File: src/rtl/mw_pipe_reg.sv
// MEM->WB pipeline stage register: valid/ready handshake with a 2-entry skid
// buffer, flush, write-enable gating and a saturating stall counter.
module mw_pipe_reg #(
  parameter int DATA_W = 32,
  parameter int REG_AW = 4,
  parameter int CNT_W  = 16
) (
  input  logic              clk,
  input  logic              rst,
  input  logic              flush,
  input  logic              in_valid,
  output logic              in_ready,
  input  logic [DATA_W-1:0] mem_data,
  input  logic [REG_AW-1:0] Rd,
  input  logic              RdEn,
  output logic              out_valid,
  input  logic              out_ready,
  output logic [DATA_W-1:0] mem_data_wb,
  output logic [REG_AW-1:0] Rd_wb,
  output logic              RdEn_wb,
  output logic [1:0]        occupancy,
  output logic [CNT_W-1:0]  stall_cnt
);

  // Encoding doubles as the occupancy count.
  typedef enum logic [1:0] {EMPTY = 2'd0, ONE = 2'd1, TWO = 2'd2} state_t;

  localparam logic [CNT_W-1:0] CNT_MAX = '1;

  state_t            state, state_nxt;
  logic [DATA_W-1:0] m_data, s_data;
  logic [REG_AW-1:0] m_rd, s_rd;
  logic              m_en, s_en;
  logic              accept, pop;
  logic              load_m_in, load_m_skid, load_s;

  assign out_valid   = (state != EMPTY);
  assign in_ready    = (state != TWO);
  assign occupancy   = state;
  assign mem_data_wb = m_data;
  assign Rd_wb       = m_rd;
  assign RdEn_wb     = out_valid & m_en;

  assign accept = in_valid & in_ready;
  assign pop    = out_valid & out_ready;

  always_comb begin
    state_nxt   = state;
    load_m_in   = 1'b0;
    load_m_skid = 1'b0;
    load_s      = 1'b0;
    case (state)
      EMPTY: begin
        if (accept) begin
          load_m_in = 1'b1;
          state_nxt = ONE;
        end
      end
      ONE: begin
        if (accept && pop) begin
          load_m_in = 1'b1;
        end else if (accept) begin
          load_s    = 1'b1;
          state_nxt = TWO;
        end else if (pop) begin
          state_nxt = EMPTY;
        end
      end
      TWO: begin
        if (pop) begin
          load_m_skid = 1'b1;
          state_nxt   = ONE;
        end
      end
      default: state_nxt = EMPTY;
    endcase
  end

  always_ff @(posedge clk) begin
    if (rst)        state <= EMPTY;
    else if (flush) state <= EMPTY;
    else            state <= state_nxt;
  end

  // Payload holds across flush; out_valid=0 hides it.
  always_ff @(posedge clk) begin
    if (rst) begin
      m_data <= '0;
      m_rd   <= '0;
      m_en   <= 1'b0;
      s_data <= '0;
      s_rd   <= '0;
      s_en   <= 1'b0;
    end else if (!flush) begin
      if (load_m_in) begin
        m_data <= mem_data;
        m_rd   <= Rd;
        m_en   <= RdEn;
      end else if (load_m_skid) begin
        m_data <= s_data;
        m_rd   <= s_rd;
        m_en   <= s_en;
      end
      if (load_s) begin
        s_data <= mem_data;
        s_rd   <= Rd;
        s_en   <= RdEn;
      end
    end
  end

  always_ff @(posedge clk) begin
    if (rst)
      stall_cnt <= '0;
    else if (out_valid && !out_ready && stall_cnt != CNT_MAX)
      stall_cnt <= stall_cnt + 1'b1;
  end

endmodule

File: config.mk
export PLATFORM = sky130hd
export DESIGN_NAME = mw_pipe_reg
export DESIGN_NICKNAME = d
export VERILOG_FILES = /design/src/rtl/mw_pipe_reg.sv
export SDC_FILE = /design/constraint.sdc
export NUM_CORES = 1
export LEC_CHECK = 0
export ABC_CLOCK_PERIOD_IN_PS = 2800
export CORE_ASPECT_RATIO = 1.75
export CORE_UTILIZATION = 54
export CTS_BUF_LIST = sky130_fd_sc_hd__clkbuf_4 sky130_fd_sc_hd__clkbuf_8
export CTS_CLUSTER_DIAMETER = 30
export CTS_CLUSTER_SIZE = 16
export DETAILED_ROUTE_END_ITERATION = 10
export GPL_ROUTABILITY_DRIVEN = 0
export PLACE_DENSITY = 0.84
export SYNTH_ARGS = -nofsm -noshare
export SYNTH_HDL_FRONTEND = slang
export SYNTH_SLANG_ARGS = --single-unit
File: constraint.sdc
create_clock -name clk -period 2.8 [get_ports clk]
set_clock_uncertainty 0.05 [all_clocks]
set_input_delay 0.28 -clock clk [delete_from_list [all_inputs] [get_ports clk]]
set_output_delay 0.28 -clock clk [all_outputs]
set_load 0.05 [all_outputs]
==> results.md <==
* WP buf/inv at 1
* Largest delay share family, worst path: buffers and inverters
* I/O Buffers at 98
* Fin. max-slew vios at 0
* Crit path kind: flop to output pin
* Critical path endpoint category: output pin
* Die H at 113.6 um
* Worst-path fanout max at 8
* First-pass GRT wire length at 14.16 mm
* R2R Setup Slk at 740 ps
* Post-DP HPWL at 5.813 mm
* Total die area at 7477 sq um
* Largest net degree at the start of global routing at 75
* Routed vias at 3357
* Yosys warning count at 0
* Mapped Cells at 443
* FF-to-FF End: stall_cnt[8]$_SDFFE_PP0P_
* Maximum VDD drop at 543.0 uV
* Commonest non-fill, non-tap cell in the layout: clkdlybuf4s50_1
* Io pins at 99
* Share of cells above drive strength 1 at 6.015%
* R2R depth at 6
* Drt first-iter violations at 256
* Rel. slew slack at 44.70%
* Worst Tran Pin Value at 829.5 ps
* Critical Path, Cell by Cell: or2_2 > and2_1 > clkdlybuf4s50_1
* Clock network latency to the later pin of the worst-skew pair at 360 ps
* Worst-path clk slew at 80 ps
* Antenna violations before repair at 0
* CTS Buf Count at 9
* Mean Syn Cell Area at 8.682 sq um
* Endpoints failing hold at 0
* Unique masters post-synth at 34
* PD cells at 528.3 nW/um^2
* Fillers at 513
* Yosys reg bits at 92
* Sink Count at 92
* Commonest non-fill, non-tap cells in the layout: clkdlybuf4s50_1, dfxtp_1, nand2_1
* Syn Nets at 486
* Setup TNS at 0 ps
* Placeable Area at 6857 sq um
* Final ANT Viol Nets at 0
* WL/cell at 13.91 um
* Vias in the first global route at 3170
* WL final at 8.566 mm
* Crit path arrival time at 1940 ps
* DRC at 0
* Worst path max stage delay at 800 ps
* Fin crit share at 80.94%
* Slowest cell on crit path: clkdlybuf4s50_1
* Hold crit path type: flop to flop
* Hold Crit Depth at 2
* Congestion Overflow GR at 0
* Vias per cell at 5.450
* # rows at 40
* Status: finished clean
* Layout Nets at 571
* Fin util at 73.83%
* Area of the mapped netlist at 3846 sq um
* P&R area growth vs syn at 31.62%
* RSZ-0062 raised after global routing: no
* Lkg Pwr at 1.770 nW
* Sequential-to-total area share from yosys stat at 47.89%
* Clock period minus worst slack at 2266 ps
* Antenna cells at 0
* Final Setup Violations at 0
* Clk buf depth at 2
* RR Startpoint: stall_cnt[0]$_SDFFE_PP0P_
* Critical Path Start Type: flop
* Worst Path Required at 2470 ps
* Die Span X at 65.80 um
* CTS tree: yes
* CTS root buffer: clkbuf_8
* Hold endpoint: s_data[5]$_SDFFE_PP0P_
* First-pass detailed-route iteration total at 6
* Fmax at 441.2 MHz
* Post-CTS sizing at 0
* Hold_ws at 403.7 ps
* # H-tree levels at 3
* GRT Total Usage at 24.47%
* Max_cap viols at 0
* Hold-fix buffers, CTS at 0
* Startpoint of the worst hold path: s_data[5]$_SDFFE_PP0P_
* Setup Fix Bufs, Post-CTS at 0
* Initial Util at 56.09%
[report_power, final]
group	internal [W]	leakage, nW	switching, W
clock network	0.000424	0.102	0.000424
registers	0.00135	0.748	0.0000253
logic	0.000184	0.920	0.000267
[cells by family (layout without fill, tap and decap cells)]
group           count (synthesis)  after routing  synth area share, %
mux                            38             38                9.889
compound gates                 91             91                14.80
buf+inv                        34            123                4.652
fa+ha+maj                       1              1               0.3253
simple gates                  173            173                19.26
flops                          92             92                47.89
xor+xnor                       14             14                3.188
[synth_stat cells (all sizes together)]
cell type	n	area [sq um]
o21ba	1	10.01
o22a	1	8.760
a21oi	42	210.2
and2b	1	7.510
clkbuf	14	52.55
nand2b	1	6.260
mux2i	38	380.4
xnor2	7	61.31
nor4	6	37.54
nor2b	1	8.760
dfxtp	92	1842
o21bai	1	7.510
ha	1	12.51
nand2	81	304.0
or3	2	12.51
or2	2	12.51
nor4b	1	15.01
nand3	6	30.03
buf	16	111.4
nand4	4	31.28
and4	1	8.760
o211ai	1	7.510
xor2	7	61.31
a211oi	37	277.8
inv	4	15.01
nor3	6	30.03
o21ai	8	47.54
and2	3	18.77
nor2	58	217.7
[stage by stage]
stage,area [sq um],total power (W),cells,worst slack [ps]
after global placement,4871,0.001849,601,633.9
final,5062,0.002675,616,533.6
after detailed placement,4871,0.001860,601,493.9
after floorplan,3846,0.001684,443,550.9
after global routing,5062,0.002796,616,456.5
after CTS,5062,0.002704,616,502.5
[state kept, by name (all words and copies together), names as in the netlist]
register / count
Rd_wb: 4
m_en: 1
mem_data_wb: 32
occupancy: 2
s_data: 32
s_en: 1
s_rd: 4
stall_cnt: 16
[worst min-delay path, stage by stage (launching register included)]
cell	delay, ps
dfxtp_1	310
nand2_1	50
a21oi_1	50
[metal layers]
metal,up-vias,track usage (%),routed length [um]
li1,1691,-,-
met2,95,40.61,4419
met4,0,12.75,193
met5,-,0,0
met1,1555,28.13,3531
met3,16,6.400,422
[area by class of cell]
| type | instances | area (sq um) | share of cell area (%) |
|---|---|---|---|
| clock inverters | 1 | 5.005 | 0.09886 |
| repair buffers | 104 | 1071 | 21.16 |
| flip-flops and latches | 92 | 1842 | 36.38 |
| inverters | 4 | 15.01 | 0.2966 |
| well taps | 84 | 105.1 | 2.076 |
| multi-input cells | 317 | 1838 | 36.31 |
| clock buffers | 14 | 186.4 | 3.683 |
[worst max path at each step]
| stage | start | to | slack (ps) | cells after the start |
|---|---|---|---|---|
| finish | occupancy[1]$_SDFFE_PP0P_ | RdEn_wb | 530 | 3 |
| CTS | occupancy[1]$_SDFFE_PP0P_ | RdEn_wb | 500 | 3 |
| global placement | out_ready | mem_data_wb[3]$_SDFFE_PP0P_ | 630 | 6 |
| global route | occupancy[1]$_SDFFE_PP0P_ | RdEn_wb | 460 | 3 |
| detailed placement | in_valid | mem_data_wb[15]$_SDFFE_PP0P_ | 490 | 6 |
| floorplan | stall_cnt[0]$_SDFFE_PP0P_ | stall_cnt[1]$_SDFFE_PP0P_ | 550 | 7 |
Note: power is estimated with default switching activity, not from simulation.
